$ cat config.mk
export PLATFORM = sky130hd
export DESIGN_NAME = uart_frame_formatter
export DESIGN_NICKNAME = d
export VERILOG_FILES = /design/src/rtl/voltmeter_pkg.sv /design/src/rtl/bcd_to_ascii.sv /design/src/rtl/uart_frame_formatter.sv
export SDC_FILE = /design/constraint.sdc
export NUM_CORES = 1
export LEC_CHECK = 0
export BUFFER_PORTS_ARGS = -buffer_cell sky130_fd_sc_hd__buf_4
export CAP_MARGIN = 20
export CORE_MARGIN = 2
export CORE_UTILIZATION = 59
export CTS_BUF_LIST = sky130_fd_sc_hd__clkbuf_16
export DETAILED_ROUTE_END_ITERATION = 12
export PLACE_DENSITY = 0.94
export RECOVER_POWER = 50
export SETUP_SLACK_MARGIN = 0.15
export SLEW_MARGIN = 20
export SYNTH_ARGS = -nofsm -noshare
export SYNTH_HDL_FRONTEND = slang
export SYNTH_SLANG_ARGS = --single-unit
$ cat constraint.sdc
create_clock -name clk -period 5.3 [get_ports clk]
set_clock_uncertainty 0.05 [all_clocks]
set_input_delay 0.265 -clock clk [delete_from_list [all_inputs] [get_ports clk]]
set_output_delay 0.265 -clock clk [all_outputs]
set_load 0.03 [all_outputs]
$ cat src/rtl/voltmeter_pkg.sv
// Shared definitions for the voltmeter UART path: ASCII constants, formatter
// state encoding and frame length.
package voltmeter_pkg;

  localparam logic [7:0] CHAR_C     = 8'h43;
  localparam logic [7:0] CHAR_H     = 8'h48;
  localparam logic [7:0] CHAR_COLON = 8'h3A;
  localparam logic [7:0] CHAR_SPACE = 8'h20;
  localparam logic [7:0] CHAR_DOT   = 8'h2E;
  localparam logic [7:0] CHAR_V     = 8'h56;
  localparam logic [7:0] CHAR_CR    = 8'h0D;
  localparam logic [7:0] CHAR_LF    = 8'h0A;
  localparam logic [7:0] CHAR_QMARK = 8'h3F;
  localparam logic [7:0] CHAR_ZERO  = 8'h30;

  typedef enum logic [1:0] {
    IDLE = 2'd0,
    SEND = 2'd1,
    DONE = 2'd2
  } state_t;

  // "CH00: 0.000 V" is 13 bytes, followed by either CR+LF or LF alone.
  function automatic logic [3:0] frame_len(input logic term_crlf);
    return term_crlf ? 4'd15 : 4'd14;
  endfunction

endpackage

$ cat src/rtl/bcd_to_ascii.sv
// Maps one BCD nibble to its ASCII digit; non-BCD codes render as '?'.
module bcd_to_ascii
  import voltmeter_pkg::*;
(
  input  logic [3:0] nibble,
  output logic [7:0] ascii
);

  // Digit lookup with '?' for codes 10..15
  always_comb begin
    if (nibble <= 4'd9) begin
      ascii = CHAR_ZERO + {4'd0, nibble};
    end else begin
      ascii = CHAR_QMARK;
    end
  end

endmodule

$ cat src/rtl/uart_frame_formatter.sv
// Turns one voltage sample into an ASCII line "CHnn: d.ddd V" pushed byte by
// byte into the UART TX FIFO, pacing itself on tx_full.
module uart_frame_formatter
  import voltmeter_pkg::*;
#(
  parameter bit TERM_CRLF = 1'b1
) (
  input  logic        clk,
  input  logic        rst,
  input  logic [15:0] in,
  input  logic [3:0]  channel,
  input  logic        sample_valid,
  input  logic        tx_full,
  output logic [7:0]  w_data,
  output logic        wr_uart,
  output logic        busy,
  output logic [7:0]  dropped
);

  localparam logic [3:0] FRAME_LEN = frame_len(TERM_CRLF);

  state_t      state_r;
  logic [3:0]  idx_r;
  logic [15:0] in_r;
  logic [3:0]  chan_r;
  logic [3:0]  tens_s;
  logic [3:0]  units_s;
  logic [3:0]  nib_s;
  logic [7:0]  nib_ascii_s;
  logic [7:0]  byte_s;

  // Channel split into two decimal digits; out-of-range channels feed a non-BCD code so they print '?'
  always_comb begin
    tens_s  = 4'hF;
    units_s = 4'hF;
    if (chan_r <= 4'd9) begin
      tens_s  = 4'd0;
      units_s = chan_r;
    end else if (chan_r <= 4'd12) begin
      tens_s  = 4'd1;
      units_s = chan_r - 4'd10;
    end else begin
      tens_s  = 4'hF;
      units_s = 4'hF;
    end
  end

  // Nibble feeding the shared digit converter for the current byte position
  always_comb begin
    nib_s = 4'd0;
    case (idx_r)
      4'd2:    nib_s = tens_s;
      4'd3:    nib_s = units_s;
      4'd6:    nib_s = in_r[15:12];
      4'd8:    nib_s = in_r[11:8];
      4'd9:    nib_s = in_r[7:4];
      4'd10:   nib_s = in_r[3:0];
      default: nib_s = 4'd0;
    endcase
  end

  bcd_to_ascii u_bcd_to_ascii (
    .nibble (nib_s),
    .ascii  (nib_ascii_s)
  );

  // Byte to write at the current index
  always_comb begin
    byte_s = 8'h00;
    case (idx_r)
      4'd0:                     byte_s = CHAR_C;
      4'd1:                     byte_s = CHAR_H;
      4'd2, 4'd3, 4'd6:         byte_s = nib_ascii_s;
      4'd4:                     byte_s = CHAR_COLON;
      4'd5, 4'd11:              byte_s = CHAR_SPACE;
      4'd7:                     byte_s = CHAR_DOT;
      4'd8, 4'd9, 4'd10:        byte_s = nib_ascii_s;
      4'd12:                    byte_s = CHAR_V;
      4'd13:                    byte_s = TERM_CRLF ? CHAR_CR : CHAR_LF;
      4'd14:                    byte_s = CHAR_LF;
      default:                  byte_s = 8'h00;
    endcase
  end

  // Frame sequencer, FIFO write port and drop counter
  always_ff @(posedge clk or negedge rst) begin
    if (!rst) begin
      state_r <= IDLE;
      idx_r   <= 4'd0;
      in_r    <= 16'h0000;
      chan_r  <= 4'd0;
      w_data  <= 8'h00;
      wr_uart <= 1'b0;
      busy    <= 1'b0;
      dropped <= 8'h00;
    end else begin
      if (sample_valid && (state_r != IDLE) && (dropped != 8'hFF)) begin
        dropped <= dropped + 8'd1;
      end
      case (state_r)
        IDLE: begin
          wr_uart <= 1'b0;
          idx_r   <= 4'd0;
          if (sample_valid) begin
            state_r <= SEND;
            busy    <= 1'b1;
            in_r    <= in;
            chan_r  <= channel;
            // The leading 'C' is constant, so it can go out on the capture edge
            if (!tx_full) begin
              w_data  <= CHAR_C;
              wr_uart <= 1'b1;
              idx_r   <= 4'd1;
            end
          end
        end
        SEND: begin
          if (idx_r == FRAME_LEN) begin
            state_r <= DONE;
            wr_uart <= 1'b0;
          end else if (!tx_full) begin
            w_data  <= byte_s;
            wr_uart <= 1'b1;
            idx_r   <= idx_r + 4'd1;
          end else begin
            wr_uart <= 1'b0;
          end
        end
        DONE: begin
          state_r <= IDLE;
          busy    <= 1'b0;
          wr_uart <= 1'b0;
        end
        default: begin
          state_r <= IDLE;
          busy    <= 1'b0;
          wr_uart <= 1'b0;
        end
      endcase
    end
  end

endmodule

Word level (Yosys, flattened, before mapping)
Cells that the tools add are included.
{"block": "word_totals", "ff_bits": 44, "input_bits": 24, "wordCells": 77}
{"block": "classes", "magnitude_cmp": 3, "muxes": 26, "add_sub_neg": 4, "bitwise_logic": 1, "reduce_logical": 13, "eq_ne": 22}
{"op": "one-hot mux 8 bit (9 select lines)", "n": 1}
{"op": "2-to-1 mux 8 bit", "n": 5}
{"op": "equality test 4 bit (second input constant)", "n": 8}
{"op": "2-to-1 mux 4 bit", "n": 6}
{"op": "one-hot mux 4 bit (6 select lines)", "n": 1}
{"op": "equality test 4 x 3 -> 1 bit (second input constant)", "n": 4}
{"op": "one-hot mux 8 bit (2 select lines)", "n": 1}
{"op": "less-or-equal comparator 4 bit (second input constant)", "n": 3}
{"op": "inequality test 2 bit (second input constant)", "n": 5}
{"op": "adder 8 x 1 -> 8 bit (second input constant)", "n": 1}
{"op": "equality test 4 x 2 -> 1 bit (second input constant)", "n": 2}
{"op": "inequality test 8 bit (second input constant)", "n": 1}
{"op": "one-hot mux 4 bit (2 select lines)", "n": 1}
{"op": "adder 6 x 4 -> 7 bit (first input constant)", "n": 1}
{"op": "2-to-1 mux 1 bit", "n": 6}
{"op": "AND reduction 2 bit", "n": 3}
{"op": "OR reduction 6 bit", "n": 1}
{"op": "AND reduction 5 bit", "n": 1}
{"op": "adder 4 x 1 -> 4 bit (second input constant)", "n": 1}
{"op": "equality test 4 x 1 -> 1 bit (second input constant)", "n": 1}
{"op": "logical NOT 4 bit", "n": 1}
{"op": "2-to-1 mux 2 bit", "n": 2}
{"op": "one-hot mux 1 bit (2 select lines)", "n": 2}
{"op": "one-hot mux 2 bit (2 select lines)", "n": 1}
{"op": "8 further kinds", "n": 10}

Longest topological paths before layout
{"block": "logic_depth", "word_depth": 10, "ltp_mapped": 8}

Modules after synthesis
A second synthesis with hierarchy kept.
{"block": "unflattened", "cells_unflattened": 236, "hier_area_um2": 2441.1}
{"mod": "uart_frame_formatter", "n_inst": 1, "area_per_inst_um2": 2373.5, "cells_per_inst": 225}
{"mod": "bcd_to_ascii", "n_inst": 1, "area_per_inst_um2": 67.6, "cells_per_inst": 11}

Worst setup path after synthesis
Ideal clock, no wire load.
{"block": "synth_path", "path_kind": "register -> register", "startpoint": "register idx_r[1]", "endpoint": "register w_data[2]", "setup_slack_ps": 3469, "path_buffers": 1, "path_stages_with_launch": 8, "arrival_time_ps": 1654, "cell_sequence": "dfrtp_1 -> inv_1 -> ha_1 -> buf_4 -> a222oi_1 -> o22ai_1 -> a2111oi_2 -> o21ai_1"}
{"block": "synth_between", "elab_chain_len": 8}
{"item": "start: declaration", "line": "uart_frame_formatter.sv:23", "source": "logic [3:0] idx_r;"}
{"item": "start signal: assignment", "line": "uart_frame_formatter.sv:124", "source": "idx_r <= idx_r + 4'd1;"}
{"item": "equality test 4 bit, or another cell as far along", "line": "uart_frame_formatter.sv:51, uart_frame_formatter.sv:70"}
{"item": "one-hot mux 4 bit (6 select lines)", "line": "uart_frame_formatter.sv:51", "source": "case (idx_r)"}
{"item": "adder 6 x 4 -> 7 bit or less-or-equal comparator 4 bit (tied branches)", "line": "bcd_to_ascii.sv:12, bcd_to_ascii.sv:11"}
{"item": "2-to-1 mux 8 bit", "line": "bcd_to_ascii.sv:11", "source": "if (nibble <= 4'd9) begin"}
{"item": "one-hot mux 8 bit (9 select lines)", "line": "uart_frame_formatter.sv:70", "source": "case (idx_r)"}
{"item": "2-to-1 mux 8 bit", "line": "uart_frame_formatter.sv:121", "source": "end else if (!tx_full) begin"}
{"item": "2-to-1 mux 8 bit", "line": "uart_frame_formatter.sv:118", "source": "if (idx_r == FRAME_LEN) begin"}
{"item": "one-hot mux 8 bit (2 select lines)", "line": "uart_frame_formatter.sv:100", "source": "case (state_r)"}
{"item": "end signal: assignment", "line": "uart_frame_formatter.sv:122", "source": "w_data <= byte_s;"}
{"item": "end: declaration", "line": "uart_frame_formatter.sv:14", "source": "output logic [7:0] w_data,"}
Several ways; a longest one is shown, not always the timed one. The select of a mux whose other input is x is not followed.
A chain may end at the register's enable or synchronous reset.

==> results.md <==
- In this run the post-CTS setup repair buffer count came out at 0.
- The die is between 60 and 70 um tall.
- The TritonCTS clock tree is yes.
- The path type of the worst min-delay path is in2reg.
- The final reports fail on max-capacitance violations, max-slew violations.
- OpenSTA, run right after detailed placement, puts the worst setup slack at approximately 3.2 ns.
- Once the floorplan was initialized, standard cells occupied between 60% and 70% of the core.
- The total inserted antenna cells is 0.
- After detailed routing, the number of remaining DRC violations is 0.
- Setup repair after global routing left no endpoint under its margin.
- No sink is reached through more buffers than the 2 on the longest clock path.
- The power density normalized to cell area is around 610 nW/um^2.
- Summing the areas of all and, or, nand and nor instances in the mapped netlist gives 14.7% of the synthesized area.
- The detailed-routing iteration count for the pre-antenna-repair pass is 5.
- The number of fill cells is 272.
- The number of nets in the layout is 284.
- The multiplexer share of the synthesized area is under 10%.
- The number of warnings reported in the yosys synthesis log is 0.
- Total power for the finished layout comes to 1640 uW.
- The cell family contributing the most delay on the critical path is buffers and inverters.
- The number of global-route vias before repair is 1645.
- The net count of the mapped netlist is 249.
- The clock period minus final worst setup slack is about 2.6 ns.
- The run finished, with violations left.
- In this run the tightest slew margin relative to its limit is -51.6%.
- The signal on the critical path passes through dlygate4sd3_1, clkbuf_1.
- STA classifies the critical path startpoint as an input pin.
- The worst setup path is of the in2async kind.
- The number of maximum-capacitance violations is 1.
- The via count is around 1800.
- Global routing consumed, over all layers together, 24.0% of the routing resources.
- The routed wire length is about 4.8 mm.
- The first global-routing pass estimated between 7 and 8 mm of wire.
- By area, the combinational part of the netlist is dominated by compound AO/OA/AOI/OAI gates.
- Across the VDD grid, the largest voltage drop is roughly 420 uV.
- The number of antenna-violating nets in the routed design is 0.
- The total overflow left after global routing is 0.
- The transition at the pin with the smallest max-transition slack is roughly 2.3 ns.
- The signed area change from the synthesized netlist to the final layout is 16.8%.
- The congestion estimate from routability-driven global placement came to 0.920.
- The routed wirelength normalized by instance count is ~16 um.
- The number of sinks driven by the clock tree is between 40 and 50.
- In the routed layout, each cell is associated on average with a via count of slightly below 6.
- After Yosys synthesis, XOR and XNOR cells account for under 10% of the synthesized area.
- The cell area after layout is 2680 um^2.
- The achievable frequency is just under 400 MHz.
- The critical path arrival is 2.42 ns.
- Together, buffers and inverters on the worst path number 2.
- The number of input and output port buffers inserted is 40.
- For the worst-skew pair, the clock arrives at the later sink with an insertion delay of 0.28 ns.
- The register bit count reported by yosys is 43.
- The mapped netlist covers about 2300 um^2.
- The average instance in the mapped netlist occupies 10.5 um^2.
- The count of endpoints failing hold in the final timing report was 0.
- Summing the areas of all compound-gate instances in the mapped netlist gives 16.9% of the synthesized area.
- The number of different library cells used by synthesis comes to 52.
- For this run, asynchronously set or reset flops after synthesis account for 100%.
- After clock tree synthesis, the clock-pin slew on the worst setup and hold paths is ~0.060 ns.
- The worst setup path is captured at an async pin.
- The die boundary width is ~66 um.
- The area enclosed by the die boundary is between 4000 and 5000 um^2.
- Yosys mapped a number of flops with a built-in enable equal to 0.
- The final period utilization is about 48%.
- The root buffer cell chosen for the clock tree is clkbuf_16.
- The final-report max-slew violation count is 44.
- The HPWL after detailed placement is approximately 3.3 mm.
- After Yosys synthesis, full adders, half adders and majority gates account for between 3 and 4% of the synthesized area.
- The share of synthesized area occupied by flip-flops and latches is 46.9%.
- Setup slack on the critical path of the routed design comes to between 2 and 3 ns.
- The critical path's largest stage delay is approximately 1.6 ns.
- The count of H-tree levels built during CTS is 2.
- The slowest library cell on the worst path is clkbuf_1.
- The static leakage is roughly 0.0012 uW.
- The final setup violation count is 0.
- Of the cells placed in the final design, the portion with a size suffix greater than 1 is 26.7%.
- The primary flip-flop cell chosen by synthesis mapping is dfrtp_1.
- The number of standard-cell rows in the floorplan is 22.
- For flop-to-flop paths, the worst setup slack is slightly above 3 ns.
- Entering global routing, the biggest net connects 44 pins.
- The worst path required time is 5.17 ns.
- The count of pins on the block boundary is 42.
- The initial antenna violation count is 0.
- Along the worst path, the maximum fanout reaches 43.
- The detailed router finished its first iteration with about 200 violations.
- Counting every instance in the synthesized netlist gives roughly 220.
- The number of buffers created by CTS is 5.
- Hold is met by about 0.14 ns.
- Setup total negative slack on the finished layout was measured at 0 ns.
- The total placed instance area is 2560 um^2.
- The standard cell core area is 3690 um^2.
synth_stat cells (4+ instances only):
| cell | number | area, um^2 |
|---|---|---|
| o21ai_0 | 14 | 70.1 |
| nand4_1 | 4 | 25.0 |
| nand2_1 | 18 | 67.6 |
| a31oi_1 | 5 | 31.3 |
| nor2_1 | 18 | 67.6 |
| mux2_2 | 19 | 214 |
| a21oi_1 | 9 | 45.0 |
| xnor2_1 | 4 | 35.0 |
| inv_1 | 8 | 30.0 |
| nand3_1 | 6 | 30.0 |
| dfrtp_1 | 43 | 1080 |
| ha_1 | 6 | 75.1 |
| buf_2 | 4 | 20.0 |
| clkbuf_1 | 4 | 15.0 |
cell usage in the layout, fill, tap and decap left out, types with 3 or more instances in the layout:
master / n
buf_4: 32
nand2b_1: 3
o21ai_0: 14
nand2_1: 18
nand4_1: 4
xor2_1: 3
ha_1: 6
a21oi_1: 9
nand3_1: 6
o31ai_1: 3
xnor2_1: 4
nand3b_1: 3
clkbuf_16: 5
clkbuf_1: 9
o22ai_1: 3
dfrtp_1: 43
clkinv_2: 3
mux2_2: 19
a31oi_1: 5
nor2_1: 18
inv_1: 8
sequential cells by signal, indices dropped and copies added (netlist names):
name and cells:
busy 1, state_r 2, chan_r 4, w_data 7
in_r 16, wr_uart 1, idx_r 4, dropped 8
final timing paths:
kind / start / to / depth (start not counted)
max: rst / in_r[12] / 2
min: channel[2] / chan_r[2] / 3
max reg2reg: idx_r[0] / w_data[0] / 6
min reg2reg: w_data[4] / w_data[4] / 2
max in group clk: idx_r[0] / w_data[0] / 6
min in group asynchronous: rst / w_data[2] / 2
power by group:
part | switching (uW) | internal, uW
registers | 165 | 474
clock network | 113 | 171
logic | 405 | 310
cell families (layout without fill, tap and decap cells):
kind of cell,count (synthesis),count (layout)
and+or+nand+nor,65,65
muxes,20,20
other,1,1
adders and majority gates,6,6
AOI/OAI and AO/OA,55,55
xor gates and xnor gates,7,7
buffers and inverters,22,58
DFF,43,43
cell type report:
class	count	area (um^2)	share of cell area (%)
inverters	8	30.0	1.12
well taps	48	60.1	2.24
flip-flops and latches	43	1080	40.2
repair buffers	42	284	10.6
multi-input cells	154	1090	40.6
clock buffers	5	125	4.67
clock inverters	3	15.0	0.560
layer usage:
layer / vias up / wire length [um] / part of all wire (%) / GRT usage [%]
met4: 0 / 93 / 1.9 / 9.18
li1: 856 / - / - / -
met5: - / 0 / 0 / 0
met1: 852 / 2120 / 44 / 34.0
met3: 12 / 295 / 6.1 / 5.79
met2: 88 / 2310 / 48 / 35.5
stage by stage:
step	util, %	instances
4_1_cts	73.5	303
2_1_floorplan	-	219
5_1_grt	72.6	303
3_5_place_dp	69.5	294
6_report	72.6	303
3_3_place_gp	69.5	294
what timing repair did:
item	4_1_cts	5_1_grt
gates resized for setup	0	0
endpoints found under the hold margin	43	0
hold buffers	1	0
No activity file was read; power rests on OpenSTA's default activity.
